===== src/rtl/n_clic_vec.sv =====
// n_clic_vec: nested, vectored, priority-based interrupt controller.
//
// Sits beside the decoder/rf_stack. External sources set per-vector pending
// bits (edge or level triggered). The highest-priority pending and enabled
// vector above the running level preempts the program, and its handler
// address is steered onto the pc. A hardware return stack restores
// {pc, level} when the handler jumps to ExitAddr. Tail-chaining skips the
// pop when another vector is waiting above the stacked level.
//
// Ports:
//   clk, reset        core clock, synchronous active-high reset
//   csr_enable        CSR instruction valid this cycle
//   csr_addr          CSR address (config at CfgBase+i, handler at VecBase+i)
//   rs1_zimm          immediate operand for the *I CSR ops
//   rs1_data          register operand for the register CSR ops
//   csr_op            RW/RS/RC and their immediate variants
//   pc_in             next pc from the branch mux
//   ext_irq           external interrupt sources, synchronous to clk
//   csr_out           pre-write value of the addressed CSR (combinational)
//   int_addr          pc to load on take/return
//   pc_interrupt_sel  selects int_addr into the pc
//   level_out         current running priority (registered)
//   interrupt_out     one-cycle strobe on handler entry (RA write)

package n_clic_vec_pkg;
  localparam int IMemAddrWidth = 16;

  typedef enum logic [2:0] {
    CSR_RW  = 3'b001,
    CSR_RS  = 3'b010,
    CSR_RC  = 3'b011,
    CSR_RWI = 3'b101,
    CSR_RSI = 3'b110,
    CSR_RCI = 3'b111
  } csr_op_t;

  typedef enum logic {
    PC_NORMAL    = 1'b0,
    PC_INTERRUPT = 1'b1
  } pc_interrupt_mux_t;
endpackage

module n_clic_vec
  import n_clic_vec_pkg::*;
#(
  parameter int                   VecNum    = 8,
  parameter int                   PrioWidth = 3,
  parameter int                   AddrWidth = IMemAddrWidth,
  parameter logic [11:0]          CfgBase   = 12'hB00,
  parameter logic [11:0]          VecBase   = 12'hB20,
  parameter logic [AddrWidth-1:0] ExitAddr  = {AddrWidth{1'b1}}
) (
  input  logic                 clk,
  input  logic                 reset,
  input  logic                 csr_enable,
  input  logic [11:0]          csr_addr,
  input  logic [4:0]           rs1_zimm,
  input  logic [31:0]          rs1_data,
  input  csr_op_t              csr_op,
  input  logic [AddrWidth-1:0] pc_in,
  input  logic [VecNum-1:0]    ext_irq,
  output logic [31:0]          csr_out,
  output logic [AddrWidth-1:0] int_addr,
  output pc_interrupt_mux_t    pc_interrupt_sel,
  output logic [PrioWidth-1:0] level_out,
  output logic                 interrupt_out
);

  localparam int IdxW       = (VecNum > 1) ? $clog2(VecNum) : 1;
  localparam int StackDepth = (1 << PrioWidth) - 1;
  localparam int CfgW       = PrioWidth + 3;

  logic [VecNum-1:0]    pending, enable, edge_mode, irq_prev, pending_next;
  logic [PrioWidth-1:0] prio     [VecNum];
  logic [AddrWidth-1:0] handler  [VecNum];
  logic [AddrWidth-1:0] stack_pc [StackDepth];
  logic [PrioWidth-1:0] stack_lvl[StackDepth];
  logic [PrioWidth-1:0] sp;

  logic [11:0]     cfg_off, vec_off;
  logic            cfg_hit, vec_hit, cfg_we, vec_we, csr_wr;
  logic [IdxW-1:0] cfg_idx, vec_idx;
  logic [31:0]     operand, wdata;
  logic            unused_wdata;

  logic                 cand_found, cand_valid;
  logic [IdxW-1:0]      cand_idx;
  logic [PrioWidth-1:0] cand_prio;
  logic                 is_exit, do_take, do_ret, do_tail, do_pop;
  logic [PrioWidth-1:0] top;
  logic [PrioWidth-1:0] top_lvl;
  logic [AddrWidth-1:0] top_pc;

  // CSR address decode: both register banks are contiguous windows.
  assign cfg_off = csr_addr - CfgBase;
  assign vec_off = csr_addr - VecBase;
  assign cfg_hit = (csr_addr >= CfgBase) && (cfg_off < 12'(VecNum));
  assign vec_hit = (csr_addr >= VecBase) && (vec_off < 12'(VecNum));
  assign cfg_idx = cfg_off[IdxW-1:0];
  assign vec_idx = vec_off[IdxW-1:0];

  // Old value read-out and write-data formation. Set/clear with a zero
  // operand must not write, so the pending bit is not disturbed by reads.
  always_comb begin
    csr_out = '0;
    if (cfg_hit)
      csr_out = 32'({prio[cfg_idx], edge_mode[cfg_idx], enable[cfg_idx], pending[cfg_idx]});
    else if (vec_hit)
      csr_out = 32'(handler[vec_idx]);

    operand = (csr_op inside {CSR_RWI, CSR_RSI, CSR_RCI}) ? {27'b0, rs1_zimm} : rs1_data;
    wdata   = csr_out;
    csr_wr  = 1'b0;
    case (csr_op)
      CSR_RW, CSR_RWI: begin
        wdata  = operand;
        csr_wr = 1'b1;
      end
      CSR_RS, CSR_RSI: begin
        wdata  = csr_out | operand;
        csr_wr = (operand != 32'b0);
      end
      CSR_RC, CSR_RCI: begin
        wdata  = csr_out & ~operand;
        csr_wr = (operand != 32'b0);
      end
      default: begin
        wdata  = csr_out;
        csr_wr = 1'b0;
      end
    endcase
  end

  assign cfg_we       = csr_enable && cfg_hit && csr_wr;
  assign vec_we       = csr_enable && vec_hit && csr_wr;
  assign unused_wdata = ^wdata;

  // Candidate search: strict '>' keeps the lowest index on ties and also
  // excludes priority 0 (thread mode) from ever being a candidate.
  always_comb begin
    cand_found = 1'b0;
    cand_idx   = '0;
    cand_prio  = '0;
    for (int i = 0; i < VecNum; i++) begin
      if (pending[i] && enable[i] && (prio[i] > cand_prio)) begin
        cand_found = 1'b1;
        cand_idx   = IdxW'(i);
        cand_prio  = prio[i];
      end
    end
  end

  // Take / return / tail-chain decisions, all from pre-write state.
  assign cand_valid = cand_found && (cand_prio > level_out);
  assign is_exit    = (pc_in == ExitAddr);
  assign top        = sp - PrioWidth'(1);
  assign top_lvl    = stack_lvl[top];
  assign top_pc     = stack_pc[top];
  assign do_take    = cand_valid && !is_exit;
  assign do_ret     = is_exit && (sp != '0);
  assign do_tail    = do_ret && cand_found && (cand_prio > top_lvl);
  assign do_pop     = do_ret && !do_tail;

  // Pc steering outputs are purely combinational.
  always_comb begin
    interrupt_out    = do_take || do_tail;
    pc_interrupt_sel = (do_take || do_ret) ? PC_INTERRUPT : PC_NORMAL;
    int_addr         = '0;
    if (do_take || do_tail)
      int_addr = handler[cand_idx];
    else if (do_pop)
      int_addr = top_pc;
  end

  // Pending update: CSR write first, then acceptance clears, and a hardware
  // set has the last word so a simultaneous CSR clear cannot lose an event.
  always_comb begin
    pending_next = pending;
    for (int i = 0; i < VecNum; i++) begin
      if (cfg_we && (cfg_idx == IdxW'(i)))
        pending_next[i] = wdata[0];
      if ((do_take || do_tail) && (cand_idx == IdxW'(i)))
        pending_next[i] = 1'b0;
      if (edge_mode[i] ? (ext_irq[i] && !irq_prev[i]) : ext_irq[i])
        pending_next[i] = 1'b1;
    end
  end

  // Architectural state: config, handlers, edge history, level and stack
  // pointer. Reset drops the stack by clearing the pointer.
  always_ff @(posedge clk) begin
    if (reset) begin
      pending   <= '0;
      enable    <= '0;
      edge_mode <= '0;
      irq_prev  <= '0;
      level_out <= '0;
      sp        <= '0;
      for (int i = 0; i < VecNum; i++) begin
        prio[i]    <= '0;
        handler[i] <= '0;
      end
    end else begin
      irq_prev <= ext_irq;
      pending  <= pending_next;
      for (int i = 0; i < VecNum; i++) begin
        if (cfg_we && (cfg_idx == IdxW'(i))) begin
          enable[i]    <= wdata[1];
          edge_mode[i] <= wdata[2];
          prio[i]      <= wdata[CfgW-1:3];
        end
        if (vec_we && (vec_idx == IdxW'(i)))
          handler[i] <= wdata[AddrWidth-1:0];
      end
      if (do_take || do_tail)
        level_out <= cand_prio;
      else if (do_pop)
        level_out <= top_lvl;
      if (do_take)
        sp <= sp + PrioWidth'(1);
      else if (do_pop)
        sp <= sp - PrioWidth'(1);
    end
  end

  // Stack storage needs no reset; only entries below sp are ever read.
  // Levels strictly increase on every push, so sp never exceeds the depth.
  always_ff @(posedge clk) begin
    if (!reset && do_take) begin
      stack_pc[sp]  <= pc_in;
      stack_lvl[sp] <= level_out;
    end
  end

endmodule

===== config.mk =====
export PLATFORM = sky130hd
export DESIGN_NAME = n_clic_vec
export DESIGN_NICKNAME = d
export VERILOG_FILES = /design/src/rtl/n_clic_vec.sv
export SDC_FILE = /design/constraint.sdc
export NUM_CORES = 1
export LEC_CHECK = 0
export BUFFER_PORTS_ARGS = -buffer_cell sky130_fd_sc_hd__buf_2
export CORE_MARGIN = 3
export CORE_UTILIZATION = 61
export DETAILED_ROUTE_END_ITERATION = 8
export GPL_TIMING_DRIVEN = 0
export HOLD_SLACK_MARGIN = 0.08
export PLACE_DENSITY = 0.81
export SYNTH_ARGS = -nofsm -noshare
export SYNTH_HDL_FRONTEND = slang
export SYNTH_SLANG_ARGS = --single-unit

===== constraint.sdc =====
create_clock -name clk -period 17.4 [get_ports clk]
set_input_delay 2.61 -clock clk [delete_from_list [all_inputs] [get_ports clk]]
set_output_delay 2.61 -clock clk [all_outputs]
set_load 0.02 [all_outputs]

==> out/results.ini <==
[outcome]
status=complete, no violations

[sta]
whs_ns=0.473
setup_viol=0
worst_slew_pin_slew_ns=1.19
slew_headroom_pct=20.4
hold_viol=0
slew_viol_final=0
finClkSkew_ns=0.0193
min_period_ns=16.64
max_clock_freq_mhz=60.1
period_share_pct=95.6

[placed_design]
port_buffers=110
post-dp-hpwl_mm=34.2
place.gp.congestion=0.960
placed_area_sq_um=17900
dp.cells=1851

[die]
core-area_sq_um=26500
io_pins=132
num_rows=59
initial_utilization_pct=63.0
die_w_um=171
die_y_um=171
die_area_sq_um=29400

[setup_path]
crit_type=reg2out
startpoint_type=register
crit_top_cell=ha_1
cpMaxStageDelayCell=dfxtp_1
cpPeakStageDelay_ns=0.46
critPathRequiredTime_ns=14.79
worst-path-max-fanout=10
cp.buffers_inverters=6
arrival_ns=14.03
critPathCaptureType=primary output
path_delay_family=compound AO/OA/AOI/OAI gates

[grt]
grtUsageTotal_pct=33.4
grt-ovfl-total=0
grt_max_degree=18
grt_pass1_wl_mm=74.4
grt_pass1_vias=12915
antenna_found_initial=0

[final_layout]
instances_no_fill=1918
syn2layout_area_growth_pct=15.5
final_core_util_pct=72.8
fill_cells=1722
fin_nets=1657
drive_gt1_share_pct=23.1
diodes=0
final_area_sq_um=19300

[pwr]
total_power_w=0.00167
ir_drop_uv=97.0
power_density_nw_per_um2=86.8
p_leak_nw=6.90

[clock_tree]
cts_root_buf=clkbuf_16
cts.sink_count=323
cts.path.max_buffers=3
h-tree-depth=1
numCtsBuffers=31
insertion_delay_ns=0.57
cts.clk_slew.worst_paths_ns=0.06
cts_tree=built
cts_hold_buf=0

[routing]
final_antenna_net_count=0
dr.pass1.iters=6
vias=13369
via_per_inst=6.97
drt_iter0_markers=1975
routedWlPerCell_um=26.0
drcViolationCount=0
totalWireLength_mm=49.9

[synth]
synthSimpleGateAreaFrac_pct=11.7
ys_ff_latch=323
synth_top_area_share_pct=51.3
synth-xor-area-share_pct=0.210
synth_compound_area_share_pct=12.8
yosys-top-cells-area=edfxtp_1 51%, mux4_2 8.5%, dfxtp_1 4.6%
ys_warn_count=0
yosys-top-cells-count=285 x edfxtp_1, 197 x nor2_1, 99 x nand2_1
synth_edf_count=285
synthAdderAreaFrac_pct=1.56
syn_area_sq_um=16700
synth_cell_types=78
yosys.area.top_type=edfxtp_1
post-synth-top-count-cell=edfxtp_1
synthCells=1381
synth_seq_area_share_pct=55.8
ys.flop_type=edfxtp_1
muxShareOfSynthArea_pct=14.1
syn_avg_cell_area_sq_um=12.1
synth_top_family_by_area=multiplexers
async_reset_ff_share_pct=0

[job]
maxCapViolCount=0

[hold_path]
min_path_type=reg2reg

path summary, 6_finish.rpt:
kind                 from             end  slack [ns]  cells past startpoint
min          edge_mode[2]    edge_mode[2]        0.47                      2
max             enable[0]     int_addr[5]        0.76                     69
max reg2reg     enable[0]  stack_pc[0][8]        3.38                     67
min reg2reg  edge_mode[2]    edge_mode[2]        0.47                      2
layout make-up:
cell class | instances | area (sq um) | share of cell area (%)
sequential | 323 | 9320 | 48.3
multi-input combinational | 933 | 7080 | 36.7
clock buffer | 41 | 876 | 4.54
timing repair buffer | 129 | 766 | 3.97
buffer | 95 | 468 | 2.43
tap | 335 | 419 | 2.17
clock inverter | 17 | 188 | 0.973
inverter | 45 | 173 | 0.895
layout by cell type (no fill, tap or decap), types with 13 or more instances in the layout:
cell type	synthesis	routed
a21oi_1	76	76
a211oi_1	48	45
mux4_2	63	63
clkbuf_1	53	58
mux2_2	24	24
a22oi_1	34	31
o21ai_1	13	14
o21ai_0	29	23
clkbuf_16	0	33
nand3_1	28	26
nor2_1	197	191
dfxtp_1	38	37
a221oi_1	16	16
nand2_1	99	99
inv_1	45	44
buf_4	16	26
edfxtp_1	285	285
nand2b_1	16	16
ha_1	20	20
nor3_1	30	13
conb_1	1	16
mux2i_1	56	55
buf_2	14	120
sequential cells by signal, summed over array words and instances, names as in the netlist:
name / cells
handler: 128
stack_pc: 112
prio: 24
stack_lvl: 21
edge_mode: 8
enable: 8
irq_prev: 8
pending: 8
level_out: 3
sp: 3
metrics by stage:
| step | setup slack (ns) | TNS [ns] |
|---|---|---|
| after floorplan | 2.67 | 0 |
| after global placement | -0.106 | -0.330 |
| after detailed placement | -0.495 | -5.77 |
| after CTS | 0.0524 | 0 |
| after global routing | -0.0294 | -0.0414 |
| final | 0.763 | 0 |
logic make-up (layout without fill, tap and decap cells):
| kind of cell | after synthesis | in the layout |
|---|---|---|
| adders and majority gates | 21 | 21 |
| buffers and inverters | 140 | 327 |
| xor gates and xnor gates | 4 | 4 |
| and+or+nand+nor | 435 | 435 |
| other | 1 | 16 |
| DFF | 323 | 323 |
| AOI/OAI and AO/OA | 304 | 304 |
| muxes | 153 | 153 |
timing repair:
item	in CTS	in global routing
pin swaps	1	6
buffers inserted	1	8
gates resized for setup	20	40
setup endpoints to repair	17	17
gates cloned	0	0
worst reg2reg max path: cells and delay by family (launching register included):
family | cells | cell delay (ns)
AO/OA/AOI/OAI | 28 | 4.65
adder cells (fa/ha/maj) | 8 | 2.29
buffers and inverters | 5 | 0.90
flip-flops | 1 | 0.46
multiplexers | 3 | 1.01
AND/OR/NAND/NOR | 23 | 4.39
power by group:
part	internal, W	switching [W]
Combinational	0.0000390	0.0000662
Clock	0.000412	0.000285
Sequential	0.000858	0.0000132
Total	0.00131	0.000364
routing by layer:
metal | up-vias | part of all wire [%] | track usage [%] | wire [um]
met5 | - | 0 | 0 | 0
met4 | 0 | 4.9 | 14.0 | 2440
met3 | 205 | 12 | 7.01 | 6140
met2 | 1101 | 47 | 52.9 | 23500
met1 | 6409 | 36 | 45.5 | 17900
li1 | 5654 | - | - | -
Note: power is estimated with default switching activity, not from simulation.
